`src/rtl/cnn_pool_pkg.sv`:
```
// Shared types and helpers for the 3D pooling engine.
// Mode and state encodings plus output-size and shift helpers.
package cnn_pool_pkg;

    typedef enum logic {
        POOL_MAX = 1'b0,
        POOL_AVG = 1'b1
    } pool_mode_e;

    typedef enum logic [2:0] {
        IDLE  = 3'd0,
        ISSUE = 3'd1,
        DRAIN = 3'd2,
        EMIT  = 3'd3,
        DONE  = 3'd4
    } pool_state_e;

    localparam int DEF_POOL_SIZE = 2;
    localparam int DEF_POOL_SHIFT = 3 * $clog2(DEF_POOL_SIZE);

    function automatic int out_size(input int n, input int p, input int s);
        return (n - p) / s + 1;
    endfunction

    function automatic int pool_shift(input int p);
        return 3 * $clog2(p);
    endfunction

endpackage

```
`src/rtl/cnn_pool_window_acc.sv`:
```
// Window accumulator: running signed max, or wide sum shifted down
// by log2 of the window volume for the average.
module cnn_pool_window_acc
    import cnn_pool_pkg::*;
#(
    parameter int DATA_W = 16,
    parameter int SHIFT  = 3
) (
    input  logic                     clk,
    input  logic                     reset,
    input  logic                     acc_en,
    input  logic                     init,
    input  pool_mode_e               mode,
    input  logic signed [DATA_W-1:0] data,
    output logic signed [DATA_W-1:0] result
);

    localparam int SUM_W = DATA_W + SHIFT;

    logic signed [SUM_W-1:0] acc_q, acc_d;
    logic signed [SUM_W-1:0] data_x;
    logic signed [SUM_W-1:0] avg;

    always_comb begin
        data_x = SUM_W'(data);
        acc_d  = acc_q;
        if (acc_en) begin
            if (init) begin
                acc_d = data_x;
            end else if (mode == POOL_AVG) begin
                acc_d = acc_q + data_x;
            end else if (data > $signed(acc_q[DATA_W-1:0])) begin
                acc_d = data_x;
            end
        end
        avg    = acc_q >>> SHIFT;
        result = (mode == POOL_MAX) ? acc_q[DATA_W-1:0] : avg[DATA_W-1:0];
    end

    always_ff @(posedge clk or posedge reset) begin
        if (reset) begin
            acc_q <= '0;
        end else begin
            acc_q <= acc_d;
        end
    end

endmodule

```
`src/rtl/cnn_3d_pool_engine.sv`:
```
// 3D max/average pooling engine: walks each P^3 window through a
// 1-cycle-latency feature RAM and streams pooled values downstream.
module cnn_3d_pool_engine
    import cnn_pool_pkg::*;
#(
    parameter int DATA_W      = 16,
    parameter int IMG_SIZE    = 4,
    parameter int POOL_SIZE   = 2,
    parameter int STRIDE      = 2,
    parameter int NUM_FILTERS = 3,
    parameter int ADDR_W      = $clog2(NUM_FILTERS * IMG_SIZE ** 3)
) (
    input  logic                     clk,
    input  logic                     reset,
    input  logic                     start,
    input  logic                     mode,
    output logic                     busy,
    output logic                     done,
    output logic                     rd_en,
    output logic [ADDR_W-1:0]        rd_addr,
    input  logic signed [DATA_W-1:0] rd_data,
    output logic                     out_valid,
    input  logic                     out_ready,
    output logic signed [DATA_W-1:0] out_data,
    output logic [ADDR_W-1:0]        out_idx
);

    localparam int OUT      = out_size(IMG_SIZE, POOL_SIZE, STRIDE);
    localparam int SHIFT    = pool_shift(POOL_SIZE);
    localparam int CW       = $clog2(IMG_SIZE) + 1;
    localparam int FW       = $clog2(NUM_FILTERS) + 1;
    localparam int N2       = IMG_SIZE * IMG_SIZE;
    localparam int N3       = N2 * IMG_SIZE;
    localparam int LAST_IDX = NUM_FILTERS * OUT ** 3 - 1;

    localparam logic [CW-1:0] W_LAST = CW'(POOL_SIZE - 1);
    localparam logic [CW-1:0] O_LAST = CW'(OUT - 1);

    pool_state_e state_q, state_d;
    pool_mode_e  mode_q, mode_d;

    logic [CW-1:0] wrow_q, wrow_d, wcol_q, wcol_d, wdep_q, wdep_d;
    logic [CW-1:0] orow_q, orow_d, ocol_q, ocol_d, odep_q, odep_d;
    logic [FW-1:0] filt_q, filt_d;
    logic [ADDR_W-1:0] idx_q, idx_d;
    logic rd_vld_q, rd_vld_d;
    logic rd_first_q, rd_first_d;

    int a_row, a_col, a_dep, a_full;

    always_comb begin
        a_row  = int'(orow_q) * STRIDE + int'(wrow_q);
        a_col  = int'(ocol_q) * STRIDE + int'(wcol_q);
        a_dep  = int'(odep_q) * STRIDE + int'(wdep_q);
        a_full = int'(filt_q) * N3 + a_row * N2 + a_col * IMG_SIZE + a_dep;
    end

    always_comb begin
        state_d    = state_q;
        mode_d     = mode_q;
        wrow_d     = wrow_q;
        wcol_d     = wcol_q;
        wdep_d     = wdep_q;
        orow_d     = orow_q;
        ocol_d     = ocol_q;
        odep_d     = odep_q;
        filt_d     = filt_q;
        idx_d      = idx_q;
        rd_vld_d   = (state_q == ISSUE);
        rd_first_d = (state_q == ISSUE) && (wrow_q == '0)
                     && (wcol_q == '0) && (wdep_q == '0);
        unique case (state_q)
            IDLE: begin
                if (start) begin
                    state_d = ISSUE;
                    mode_d  = pool_mode_e'(mode);
                    wrow_d  = '0;
                    wcol_d  = '0;
                    wdep_d  = '0;
                    orow_d  = '0;
                    ocol_d  = '0;
                    odep_d  = '0;
                    filt_d  = '0;
                    idx_d   = '0;
                end
            end
            ISSUE: begin
                // depth fastest, then column, then row
                if (wdep_q == W_LAST) begin
                    wdep_d = '0;
                    if (wcol_q == W_LAST) begin
                        wcol_d = '0;
                        if (wrow_q == W_LAST) begin
                            wrow_d  = '0;
                            state_d = DRAIN;
                        end else begin
                            wrow_d = wrow_q + 1'b1;
                        end
                    end else begin
                        wcol_d = wcol_q + 1'b1;
                    end
                end else begin
                    wdep_d = wdep_q + 1'b1;
                end
            end
            DRAIN: begin
                state_d = EMIT;
            end
            EMIT: begin
                if (out_ready) begin
                    if (idx_q == ADDR_W'(LAST_IDX)) begin
                        state_d = DONE;
                    end else begin
                        state_d = ISSUE;
                        idx_d   = idx_q + 1'b1;
                        if (odep_q == O_LAST) begin
                            odep_d = '0;
                            if (ocol_q == O_LAST) begin
                                ocol_d = '0;
                                if (orow_q == O_LAST) begin
                                    orow_d = '0;
                                    filt_d = filt_q + 1'b1;
                                end else begin
                                    orow_d = orow_q + 1'b1;
                                end
                            end else begin
                                ocol_d = ocol_q + 1'b1;
                            end
                        end else begin
                            odep_d = odep_q + 1'b1;
                        end
                    end
                end
            end
            DONE: begin
                state_d = IDLE;
            end
            default: begin
                state_d = IDLE;
            end
        endcase
    end

    always_ff @(posedge clk or posedge reset) begin
        if (reset) begin
            state_q    <= IDLE;
            mode_q     <= POOL_MAX;
            wrow_q     <= '0;
            wcol_q     <= '0;
            wdep_q     <= '0;
            orow_q     <= '0;
            ocol_q     <= '0;
            odep_q     <= '0;
            filt_q     <= '0;
            idx_q      <= '0;
            rd_vld_q   <= 1'b0;
            rd_first_q <= 1'b0;
        end else begin
            state_q    <= state_d;
            mode_q     <= mode_d;
            wrow_q     <= wrow_d;
            wcol_q     <= wcol_d;
            wdep_q     <= wdep_d;
            orow_q     <= orow_d;
            ocol_q     <= ocol_d;
            odep_q     <= odep_d;
            filt_q     <= filt_d;
            idx_q      <= idx_d;
            rd_vld_q   <= rd_vld_d;
            rd_first_q <= rd_first_d;
        end
    end

    cnn_pool_window_acc #(
        .DATA_W (DATA_W),
        .SHIFT  (SHIFT)
    ) u_acc (
        .clk    (clk),
        .reset  (reset),
        .acc_en (rd_vld_q),
        .init   (rd_first_q),
        .mode   (mode_q),
        .data   (rd_data),
        .result (out_data)
    );

    assign busy      = (state_q != IDLE);
    assign done      = (state_q == DONE);
    assign rd_en     = (state_q == ISSUE);
    assign rd_addr   = (state_q == ISSUE) ? ADDR_W'(a_full) : '0;
    assign out_valid = (state_q == EMIT);
    assign out_idx   = idx_q;

endmodule

```
`config.mk`:
```
export PLATFORM = sky130hd
export DESIGN_NAME = cnn_3d_pool_engine
export DESIGN_NICKNAME = d
export VERILOG_FILES = /design/src/rtl/cnn_pool_pkg.sv /design/src/rtl/cnn_pool_window_acc.sv /design/src/rtl/cnn_3d_pool_engine.sv
export SDC_FILE = /design/constraint.sdc
export NUM_CORES = 1
export LEC_CHECK = 0
export ABC_AREA = 1
export CAP_MARGIN = 0
export CORE_MARGIN = 4
export CORE_UTILIZATION = 55
export DETAILED_ROUTE_END_ITERATION = 8
export PLACE_DENSITY = 0.75
export REMOVE_ABC_BUFFERS = 1
export SLEW_MARGIN = 30
export SYNTH_ARGS = -nofsm -noshare
export SYNTH_HDL_FRONTEND = slang
export SYNTH_SLANG_ARGS = --single-unit
```
`constraint.sdc`:
```
create_clock -name clk -period 7.7 [get_ports clk]
set_input_delay 1.54 -clock clk [delete_from_list [all_inputs] [get_ports clk]]
set_output_delay 1.54 -clock clk [all_outputs]
set_load 0.02 [all_outputs]
```
==> flow_results.xml, run 1 <==
<?xml version="1.0" encoding="UTF-8"?>
<metrics>
  <group name="power">
    <metric name="pwr-share-seq" unit="%">20.6</metric>
    <metric name="power.share.switching" unit="%">53.0</metric>
    <metric name="combinational_share_of_power" unit="%">72.9</metric>
    <metric name="p_sw" unit="mW">1.44</metric>
    <metric name="leakage" unit="nW">2.93</metric>
    <metric name="intPower" unit="mW">1.28</metric>
    <metric name="max-vdd-ir-drop" unit="V">0.000714</metric>
    <metric name="clockPowerShare" unit="%">6.5</metric>
    <metric name="power_density" unit="nW/um2">485</metric>
  </group>
  <group name="timing">
    <metric name="tightest_slew" unit="ps">805</metric>
    <metric name="max_freq" unit="MHz">206</metric>
    <metric name="setup_repair_after_global_routing_missed_its_margin" unit="">false</metric>
    <metric name="finClkSkew" unit="ps">9.31</metric>
    <metric name="final_max_slew_viol_count" unit="">0</metric>
    <metric name="period_needed" unit="ps">4860</metric>
    <metric name="timing.slew.headroom" unit="%">46.4</metric>
    <metric name="final.period_utilization" unit="%">63.1</metric>
    <metric name="timing.setup.tns" unit="ps">0</metric>
    <metric name="finalSetupViolCount" unit="">0</metric>
    <metric name="report.final.hold_viol_count" unit="">0</metric>
  </group>
  <group name="cts">
    <metric name="cts_buf_count" unit="">5</metric>
    <metric name="clock_tree.root_cell" unit="">sky130_fd_sc_hd__clkbuf_8</metric>
    <metric name="htreeDepth" unit="">2</metric>
    <metric name="cts.sinks" unit="">53</metric>
    <metric name="cts_setup_buffers" unit="">0</metric>
    <metric name="resized_cells_post_cts" unit="">0</metric>
    <metric name="worstSkewPairLatency" unit="ps">320</metric>
    <metric name="cts_tree" unit="">yes</metric>
    <metric name="cts.hold.buffers_added" unit="">0</metric>
    <metric name="worst_setup_hold_path_clk_slew" unit="ps">110</metric>
    <metric name="cts.path.max_buffers" unit="">2</metric>
  </group>
  <group name="critical_path">
    <metric name="ff2ff_path_depth" unit="">13</metric>
    <metric name="critical_path_required" unit="ps">6160</metric>
    <metric name="path_common_cell" unit="">sky130_fd_sc_hd__ha_1</metric>
    <metric name="timing.critical_path.depth" unit="">12</metric>
    <metric name="cp_slowest_stage_delay" unit="ps">620</metric>
    <metric name="critical_path_arrival" unit="ps">3320</metric>
    <metric name="setup.worst_path.start" unit="">wcol_q[1]$_DFFE_PP0P_</metric>
    <metric name="worst_setup_path_start_kind" unit="">flop</metric>
    <metric name="top_fanout_value_on_the_critical_path" unit="">5</metric>
    <metric name="crit_path_cell_trace" unit="">ha_1, fa_1, ha_1, ha_1, inv_1, nor2_1, nor2_1, o21bai_1, a21o_1, o21ai_0, a21oi_1, clkdlybuf4s50_1</metric>
    <metric name="criticalPathCategory" unit="">reg -&gt; out</metric>
    <metric name="crit_slowest_cell" unit="">sky130_fd_sc_hd__clkdlybuf4s50_1</metric>
    <metric name="setup.reg_to_reg.worst_slack" unit="ps">5140</metric>
    <metric name="timing.rr.start" unit="">u_acc.acc_q[15]$_DFFE_PP0P_</metric>
    <metric name="cp-end-kind" unit="">primary output</metric>
    <metric name="cp_buf_inv_count" unit="">2</metric>
    <metric name="cp_top_family" unit="">adder cells</metric>
    <metric name="setup.worst_path.end" unit="">rd_addr[7]</metric>
    <metric name="rr_endpoint" unit="">u_acc.acc_q[3]$_DFFE_PP0P_</metric>
  </group>
  <group name="status">
    <metric name="status" unit="">completed</metric>
  </group>
  <group name="final_layout">
    <metric name="flow.area_growth_from_synthesis" unit="%">14.7</metric>
    <metric name="antenna-diode-count" unit="">0</metric>
    <metric name="postLayoutCoreUtil" unit="%">64.7</metric>
    <metric name="finalNetCount" unit="">846</metric>
    <metric name="multi_input_comb_area" unit="um2">3030</metric>
    <metric name="layout-drive-gt1-share" unit="%">5.30</metric>
    <metric name="seq_area" unit="um2">1330</metric>
    <metric name="final.fill_count" unit="">813</metric>
  </group>
  <group name="detailed_routing">
    <metric name="vias" unit="">4694</metric>
    <metric name="postRouteAntennaNets" unit="">0</metric>
    <metric name="remaining_drc_errors" unit="">0</metric>
    <metric name="detail_route.wl_per_cell" unit="um">14.4</metric>
    <metric name="drt-pass1-iter-count" unit="">5</metric>
    <metric name="drt_iter0_drc" unit="">235</metric>
    <metric name="detail_route.vias_per_cell" unit="">5.33</metric>
    <metric name="finalWirelength" unit="mm">12.7</metric>
  </group>
  <group name="grt">
    <metric name="grt_first_pass_wirelength" unit="mm">21.4</metric>
    <metric name="track_usage" unit="%">25.5</metric>
    <metric name="grt_pass1_vias" unit="">4637</metric>
    <metric name="initial_antenna_violation_count" unit="">0</metric>
    <metric name="grt_start_max_net_pins" unit="">54</metric>
    <metric name="globalRouteOverflowTotal" unit="">0</metric>
  </group>
  <group name="floorplanning">
    <metric name="floorplan.die_area" unit="um2">10500</metric>
    <metric name="core-area" unit="um2">8680</metric>
    <metric name="initial_core_util" unit="%">56.5</metric>
    <metric name="dieHeight" unit="um">102</metric>
    <metric name="boundaryPins" unit="">57</metric>
    <metric name="die_w" unit="um">102</metric>
    <metric name="floorplan.rows" unit="">34</metric>
  </group>
  <group name="yosys">
    <metric name="number_of_synthesized_flops_with_an_enable_pin" unit="">0</metric>
    <metric name="yosysSeqAreaShare" unit="%">27.1</metric>
    <metric name="yosys.cell_count.top_type" unit="">sky130_fd_sc_hd__nand2_1</metric>
    <metric name="number_of_standard_cells_after_synthesis" unit="">721</metric>
    <metric name="synth-main-ff-cell" unit="">sky130_fd_sc_hd__dfrtp_1</metric>
    <metric name="synth-seq-cells" unit="">53</metric>
    <metric name="post_synth_instance_area" unit="um2">4900</metric>
    <metric name="post-synth-top-area-cell" unit="">sky130_fd_sc_hd__dfrtp_1</metric>
    <metric name="mean_syn_cell_area" unit="um2">6.80</metric>
    <metric name="yosys_warnings" unit="">0</metric>
    <metric name="yosys.area.top_type_share" unit="%">27.1</metric>
    <metric name="synth_top_cells_by_count" unit="">sky130_fd_sc_hd__nand2_1, sky130_fd_sc_hd__inv_1, sky130_fd_sc_hd__nor2_1</metric>
    <metric name="synth_top_cells_by_area" unit="">sky130_fd_sc_hd__dfrtp_1, sky130_fd_sc_hd__nand2_1, sky130_fd_sc_hd__ha_1</metric>
    <metric name="share_of_synthesized_registers_carrying_an_async_set_or_reset" unit="%">100</metric>
    <metric name="netlist-cell-type-count" unit="">47</metric>
  </group>
  <group name="worst_hold_path">
    <metric name="worst_min_delay_path_category" unit="">reg -&gt; reg</metric>
  </group>
  <group name="placement">
    <metric name="finalWeightedCongestion" unit="">0.978</metric>
    <metric name="io_buffers" unit="">56</metric>
    <metric name="detailed_place_hpwl" unit="mm">9.88</metric>
  </group>
  <group name="run">
    <metric name="max-cap-violations" unit="">0</metric>
  </group>
</metrics>
worst register-to-register path: stages, from the launching register on:
cell and delay (ps):
sky130_fd_sc_hd__dfrtp_1 420, sky130_fd_sc_hd__inv_1 80, sky130_fd_sc_hd__ha_1 450, sky130_fd_sc_hd__nand2_1 90
sky130_fd_sc_hd__inv_1 70, sky130_fd_sc_hd__nand3_1 100, sky130_fd_sc_hd__nor2_1 170, sky130_fd_sc_hd__nand2_1 90
sky130_fd_sc_hd__nand3_1 90, sky130_fd_sc_hd__nand3_2 80, sky130_fd_sc_hd__nand2_2 360, sky130_fd_sc_hd__nand2_4 260
sky130_fd_sc_hd__nand2_1 150, sky130_fd_sc_hd__nand2_1 60
state kept, by name, indices dropped and copies added (netlist names):
name / flops
u_acc.acc_q: 19
out_idx: 8
ocol_q: 3
odep_q: 3
orow_q: 3
state_q: 3
wcol_q: 3
wdep_q: 3
wrow_q: 3
filt_q: 2
mode_q: 1
rd_first_q: 1
rd_vld_q: 1
layout make-up:
type                    count  share of cell area [%]
multi-input cells         534                    54.0
flip-flops and latches     53                    23.6
repair buffers             58                    10.2
inverters                 120                    8.02
well taps                 108                    2.41
clock buffers               5                    1.22
clock inverters             3                   0.512
kinds of logic (layout without fill, tap and decap cells):
| group | Yosys count | after routing | synth area share (%) |
|---|---|---|---|
| and+or+nand+nor | 366 | 366 | 33.4 |
| buffers and inverters | 134 | 186 | 11.1 |
| AOI/OAI and AO/OA | 102 | 102 | 11.7 |
| adders and majority gates | 53 | 53 | 14.5 |
| DFF | 53 | 53 | 27.1 |
| xor gates and xnor gates | 11 | 11 | 1.97 |
| muxes | 2 | 2 | 0.409 |
routing by layer:
metal	up-vias	share of wire, %	global-route usage [%]
met4	0	2.7	8.68
li1	2406	-	-
met2	127	50	44.9
met3	25	5.2	2.80
met5	-	0	0
met1	2136	42	32.4
how the worst min path moves through the flow:
stage	startpoint	endpoint	slack, ps	depth (start not counted)
floorplan	u_acc.acc_q[1]$_DFFE_PP0P_	u_acc.acc_q[1]$_DFFE_PP0P_	470	2
CTS	u_acc.acc_q[1]$_DFFE_PP0P_	u_acc.acc_q[1]$_DFFE_PP0P_	530	2
finish	u_acc.acc_q[1]$_DFFE_PP0P_	u_acc.acc_q[1]$_DFFE_PP0P_	530	2
detailed placement	u_acc.acc_q[1]$_DFFE_PP0P_	u_acc.acc_q[1]$_DFFE_PP0P_	500	2
global route	wcol_q[1]$_DFFE_PP0P_	rd_first_q$_DFF_PP0_	560	1
global placement	u_acc.acc_q[2]$_DFFE_PP0P_	u_acc.acc_q[2]$_DFFE_PP0P_	490	2
placed cells by master, fill, tap and decap left out, types with 2 or more instances in the layout:
cell type                         Yosys  final
sky130_fd_sc_hd__a31oi_1              2      2
sky130_fd_sc_hd__nor3_2               2      2
sky130_fd_sc_hd__clkdlybuf4s50_1      0     56
sky130_fd_sc_hd__mux2i_1              2      2
sky130_fd_sc_hd__clkbuf_8             0      5
sky130_fd_sc_hd__nand3_1             54     54
sky130_fd_sc_hd__o21ai_0             46     46
sky130_fd_sc_hd__o31ai_1              3      3
sky130_fd_sc_hd__nor2_1              68     68
sky130_fd_sc_hd__nand3_2              2      2
sky130_fd_sc_hd__nand2_1            189    189
sky130_fd_sc_hd__a21oi_1             35     35
sky130_fd_sc_hd__inv_1              114    113
sky130_fd_sc_hd__xor2_1               8      8
sky130_fd_sc_hd__nand3b_1            10     10
sky130_fd_sc_hd__inv_2                5      6
sky130_fd_sc_hd__ha_1                47     47
sky130_fd_sc_hd__nand2_2              5      5
sky130_fd_sc_hd__nand4_1              9      9
sky130_fd_sc_hd__nor2_2               3      3
sky130_fd_sc_hd__nor4_1               3      3
sky130_fd_sc_hd__xnor2_1              3      3
sky130_fd_sc_hd__or2_2                4      4
sky130_fd_sc_hd__buf_4                2      2
sky130_fd_sc_hd__fa_1                 6      6
sky130_fd_sc_hd__a21oi_2              2      2
sky130_fd_sc_hd__dfrtp_1             53     52
sky130_fd_sc_hd__o21bai_1             3      3
sky130_fd_sc_hd__nor3_1               8      8
sky130_fd_sc_hd__nor3b_1              3      3
sky130_fd_sc_hd__o21a_1               4      4
sky130_fd_sc_hd__nor2_4               2      2
per-stage QoR:
stage / total power, mW / setup WS [ps] / std cells / hold slack, ps / instance area [um2]
4_1_cts: 2.73 / 2830 / 881 / 529 / 5620
3_5_place_dp: 2.54 / 3190 / 873 / 503 / 5520
2_1_floorplan: 1.84 / 3700 / 707 / 467 / 4810
6_report: 2.72 / 2840 / 881 / 528 / 5620
3_3_place_gp: 2.49 / 3240 / 873 / 489 / 5520
5_1_grt: 3.01 / 2640 / 881 / 560 / 5620
power by group through the flow:
stage / Sequential, mW / Combinational, mW / Clock [mW]
final: 0.559 / 1.99 / 0.177
after global routing: 0.580 / 2.23 / 0.197
after CTS: 0.556 / 1.99 / 0.184
after detailed placement: 0.562 / 1.98 / 0
after global placement: 0.555 / 1.93 / 0
after floorplan: 0.527 / 1.32 / 0
No activity file was read; power rests on OpenSTA's default activity.
==> run 2: changes to the inputs <==
Settings changed: CORE_UTILIZATION 55 to 52, PLACE_DENSITY 0.75 to 0.74.
Clock period 7.7 ns to 4.1 ns, I/O delays scaled along.
==> flow_results.xml, run 2 (synthesis results as in run 1) <==
<?xml version="1.0" encoding="UTF-8"?>
<metrics>
  <group name="cts">
    <metric name="worst_setup_hold_path_clk_slew" unit="ps">110</metric>
    <metric name="cts.sinks" unit="">53</metric>
    <metric name="cts_tree" unit="">yes</metric>
    <metric name="cts.path.max_buffers" unit="">2</metric>
    <metric name="cts_buf_count" unit="">5</metric>
    <metric name="clock_tree.root_cell" unit="">sky130_fd_sc_hd__clkbuf_8</metric>
    <metric name="worstSkewPairLatency" unit="ps">330</metric>
    <metric name="htreeDepth" unit="">2</metric>
    <metric name="cts.hold.buffers_added" unit="">0</metric>
  </group>
  <group name="floorplanning">
    <metric name="floorplan.die_area" unit="um2">11000</metric>
    <metric name="die_w" unit="um">105</metric>
    <metric name="dieHeight" unit="um">105</metric>
    <metric name="floorplan.rows" unit="">35</metric>
    <metric name="initial_core_util" unit="%">53.3</metric>
    <metric name="boundaryPins" unit="">57</metric>
    <metric name="core-area" unit="um2">9200</metric>
  </group>
  <group name="detailed_routing">
    <metric name="remaining_drc_errors" unit="">0</metric>
    <metric name="drt-pass1-iter-count" unit="">7</metric>
    <metric name="finalWirelength" unit="mm">12.8</metric>
    <metric name="detail_route.wl_per_cell" unit="um">14.4</metric>
    <metric name="postRouteAntennaNets" unit="">0</metric>
    <metric name="drt_iter0_drc" unit="">149</metric>
    <metric name="vias" unit="">4796</metric>
    <metric name="detail_route.vias_per_cell" unit="">5.41</metric>
  </group>
  <group name="critical_path">
    <metric name="top_fanout_value_on_the_critical_path" unit="">4</metric>
    <metric name="rr_endpoint" unit="">u_acc.acc_q[15]$_DFFE_PP0P_</metric>
    <metric name="cp_slowest_stage_delay" unit="ps">460</metric>
    <metric name="cp_top_family" unit="">adder cells</metric>
    <metric name="cp_buf_inv_count" unit="">2</metric>
    <metric name="criticalPathCategory" unit="">reg -&gt; out</metric>
    <metric name="worst_setup_path_start_kind" unit="">flop</metric>
    <metric name="setup.reg_to_reg.worst_slack" unit="ps">1460</metric>
    <metric name="ff2ff_path_depth" unit="">8</metric>
    <metric name="path_common_cell" unit="">sky130_fd_sc_hd__nor2_1</metric>
    <metric name="crit_slowest_cell" unit="">sky130_fd_sc_hd__fa_1</metric>
    <metric name="critical_path_arrival" unit="ps">2990</metric>
    <metric name="timing.rr.start" unit="">mode_q$_DFFE_PP0P_</metric>
    <metric name="critical_path_required" unit="ps">3280</metric>
    <metric name="crit_path_cell_trace" unit="">ha_1, fa_1, ha_1, ha_1, inv_1, nor2_1, nor2_1, nor2_1, nor2_1, xor2_1, nor2_1, dlygate4sd2_1</metric>
    <metric name="cp-end-kind" unit="">primary output</metric>
  </group>
  <group name="final_layout">
    <metric name="final.fill_count" unit="">875</metric>
    <metric name="mostFrequentLayoutCells" unit="">sky130_fd_sc_hd__nand2_1, sky130_fd_sc_hd__inv_1, sky130_fd_sc_hd__nor2_1, sky130_fd_sc_hd__nand3_1</metric>
    <metric name="flow.area_growth_from_synthesis" unit="%">15.1</metric>
    <metric name="largest_register_ff_count" unit="">19</metric>
    <metric name="antenna-diode-count" unit="">0</metric>
    <metric name="finalNetCount" unit="">849</metric>
    <metric name="postLayoutCoreUtil" unit="%">61.3</metric>
    <metric name="max_flop_register" unit="">u_acc.acc_q</metric>
    <metric name="finalNonFillerCells" unit="">887</metric>
    <metric name="finish.instance_area" unit="um2">5640</metric>
    <metric name="layout-drive-gt1-share" unit="%">5.80</metric>
    <metric name="final_common_cell" unit="">sky130_fd_sc_hd__nand2_1</metric>
  </group>
  <group name="placement">
    <metric name="io_buffers" unit="">56</metric>
    <metric name="placedInstanceArea" unit="um2">5540</metric>
    <metric name="dpl_worst_slack" unit="ps">268</metric>
    <metric name="finalWeightedCongestion" unit="">0.964</metric>
    <metric name="placed_cells" unit="">878</metric>
    <metric name="detailed_place_hpwl" unit="mm">10.1</metric>
  </group>
  <group name="power">
    <metric name="total_power" unit="mW">5.08</metric>
    <metric name="max-vdd-ir-drop" unit="V">0.00111</metric>
    <metric name="leakage" unit="nW">2.95</metric>
    <metric name="power_density" unit="nW/um2">900</metric>
  </group>
  <group name="status">
    <metric name="status" unit="">completed</metric>
  </group>
  <group name="timing">
    <metric name="fin_ws" unit="ps">285</metric>
    <metric name="final.period_utilization" unit="%">93.0</metric>
    <metric name="setup_repair_after_global_routing_missed_its_margin" unit="">false</metric>
    <metric name="report.final.hold_viol_count" unit="">0</metric>
    <metric name="period_needed" unit="ps">3810</metric>
    <metric name="tightest_slew" unit="ps">998</metric>
    <metric name="whs" unit="ps">528</metric>
    <metric name="finalSetupViolCount" unit="">0</metric>
    <metric name="timing.slew.headroom" unit="%">33.5</metric>
    <metric name="final_max_slew_viol_count" unit="">0</metric>
    <metric name="max_freq" unit="MHz">262</metric>
    <metric name="finClkSkew" unit="ps">12.6</metric>
    <metric name="timing.setup.tns" unit="ps">0</metric>
  </group>
  <group name="grt">
    <metric name="track_usage" unit="%">23.7</metric>
    <metric name="grt_start_max_net_pins" unit="">36</metric>
    <metric name="grt_pass1_vias" unit="">4750</metric>
    <metric name="globalRouteOverflowTotal" unit="">0</metric>
    <metric name="grt_first_pass_wirelength" unit="mm">21.7</metric>
    <metric name="initial_antenna_violation_count" unit="">0</metric>
  </group>
  <group name="worst_hold_path">
    <metric name="worst_min_delay_path_category" unit="">reg -&gt; reg</metric>
    <metric name="worst_hold_startpoint" unit="">u_acc.acc_q[16]$_DFFE_PP0P_</metric>
    <metric name="min_path_cells" unit="">2</metric>
    <metric name="holdPathEnd" unit="">u_acc.acc_q[16]$_DFFE_PP0P_</metric>
  </group>
  <group name="run">
    <metric name="max-cap-violations" unit="">0</metric>
  </group>
</metrics>
[run 2: cell types whose count changed in the layout (fill, tap and decap cells not counted)]
cell,before,now
sky130_fd_sc_hd__buf_4,2,5
sky130_fd_sc_hd__clkbuf_2,0,1
sky130_fd_sc_hd__clkdlybuf4s50_1,56,53
sky130_fd_sc_hd__dfrtp_1,52,53
sky130_fd_sc_hd__dfrtp_2,1,0
sky130_fd_sc_hd__dlygate4sd2_1,0,1
sky130_fd_sc_hd__dlymetal6s2s_1,0,1
sky130_fd_sc_hd__nor2_1,68,67
sky130_fd_sc_hd__nor2_2,3,4
[run 2: worst min-delay path: cells and delay by family (launching register included)]
family,cells,cell delay (ps)
flip-flops,1,390
AND/OR/NAND/NOR,2,110
[run 2: where the power goes]
part           internal (mW)  switching (mW)  leakage, nW  total (mW)
clock                  0.129           0.215       0.0506       0.344
sequential             0.748           0.307        0.655        1.05
combinational           1.48            2.20         2.25        3.68
[run 2: repair_timing]
action / in CTS / in global routing
gates resized for setup: 2 / 4
setup endpoints to repair: 2 / 2
hold endpoints to repair: 0 / 0
buffers inserted: 0 / 1
[run 2: worst max path at each step]
stage               cells past startpoint                   from  slack [ps]         end
detailed placement                     12  wcol_q[1]$_DFFE_PP0P_         270  rd_addr[7]
finish                                 12  wcol_q[1]$_DFFE_PP0P_         290  rd_addr[6]
CTS                                    10  wcol_q[1]$_DFFE_PP0P_          10  rd_addr[5]
global route                           12  wcol_q[1]$_DFFE_PP0P_         130  rd_addr[7]
global placement                       12  wcol_q[1]$_DFFE_PP0P_         340  rd_addr[7]
floorplan                              11  wcol_q[1]$_DFFE_PP0P_         820  rd_addr[7]
[run 2: layout make-up]
cell class | count | area [um2] | area share [%]
Tap cell | 111 | 139 | 2.46
Multi-Input combinational cell | 534 | 3030 | 53.8
Inverter | 120 | 450 | 7.98
Clock inverter | 3 | 28.8 | 0.510
Clock buffer | 5 | 68.8 | 1.22
Sequential cell | 53 | 1330 | 23.5
Timing Repair Buffer | 61 | 594 | 10.5
[run 2: layer usage]
metal	global-route usage, %	routed length (um)	vias to the layer above
met3	3.21	730	27
li1	-	-	2412
met1	28.8	5320	2228
met2	42.9	6420	129
met5	0	0	-
met4	8.25	327	0
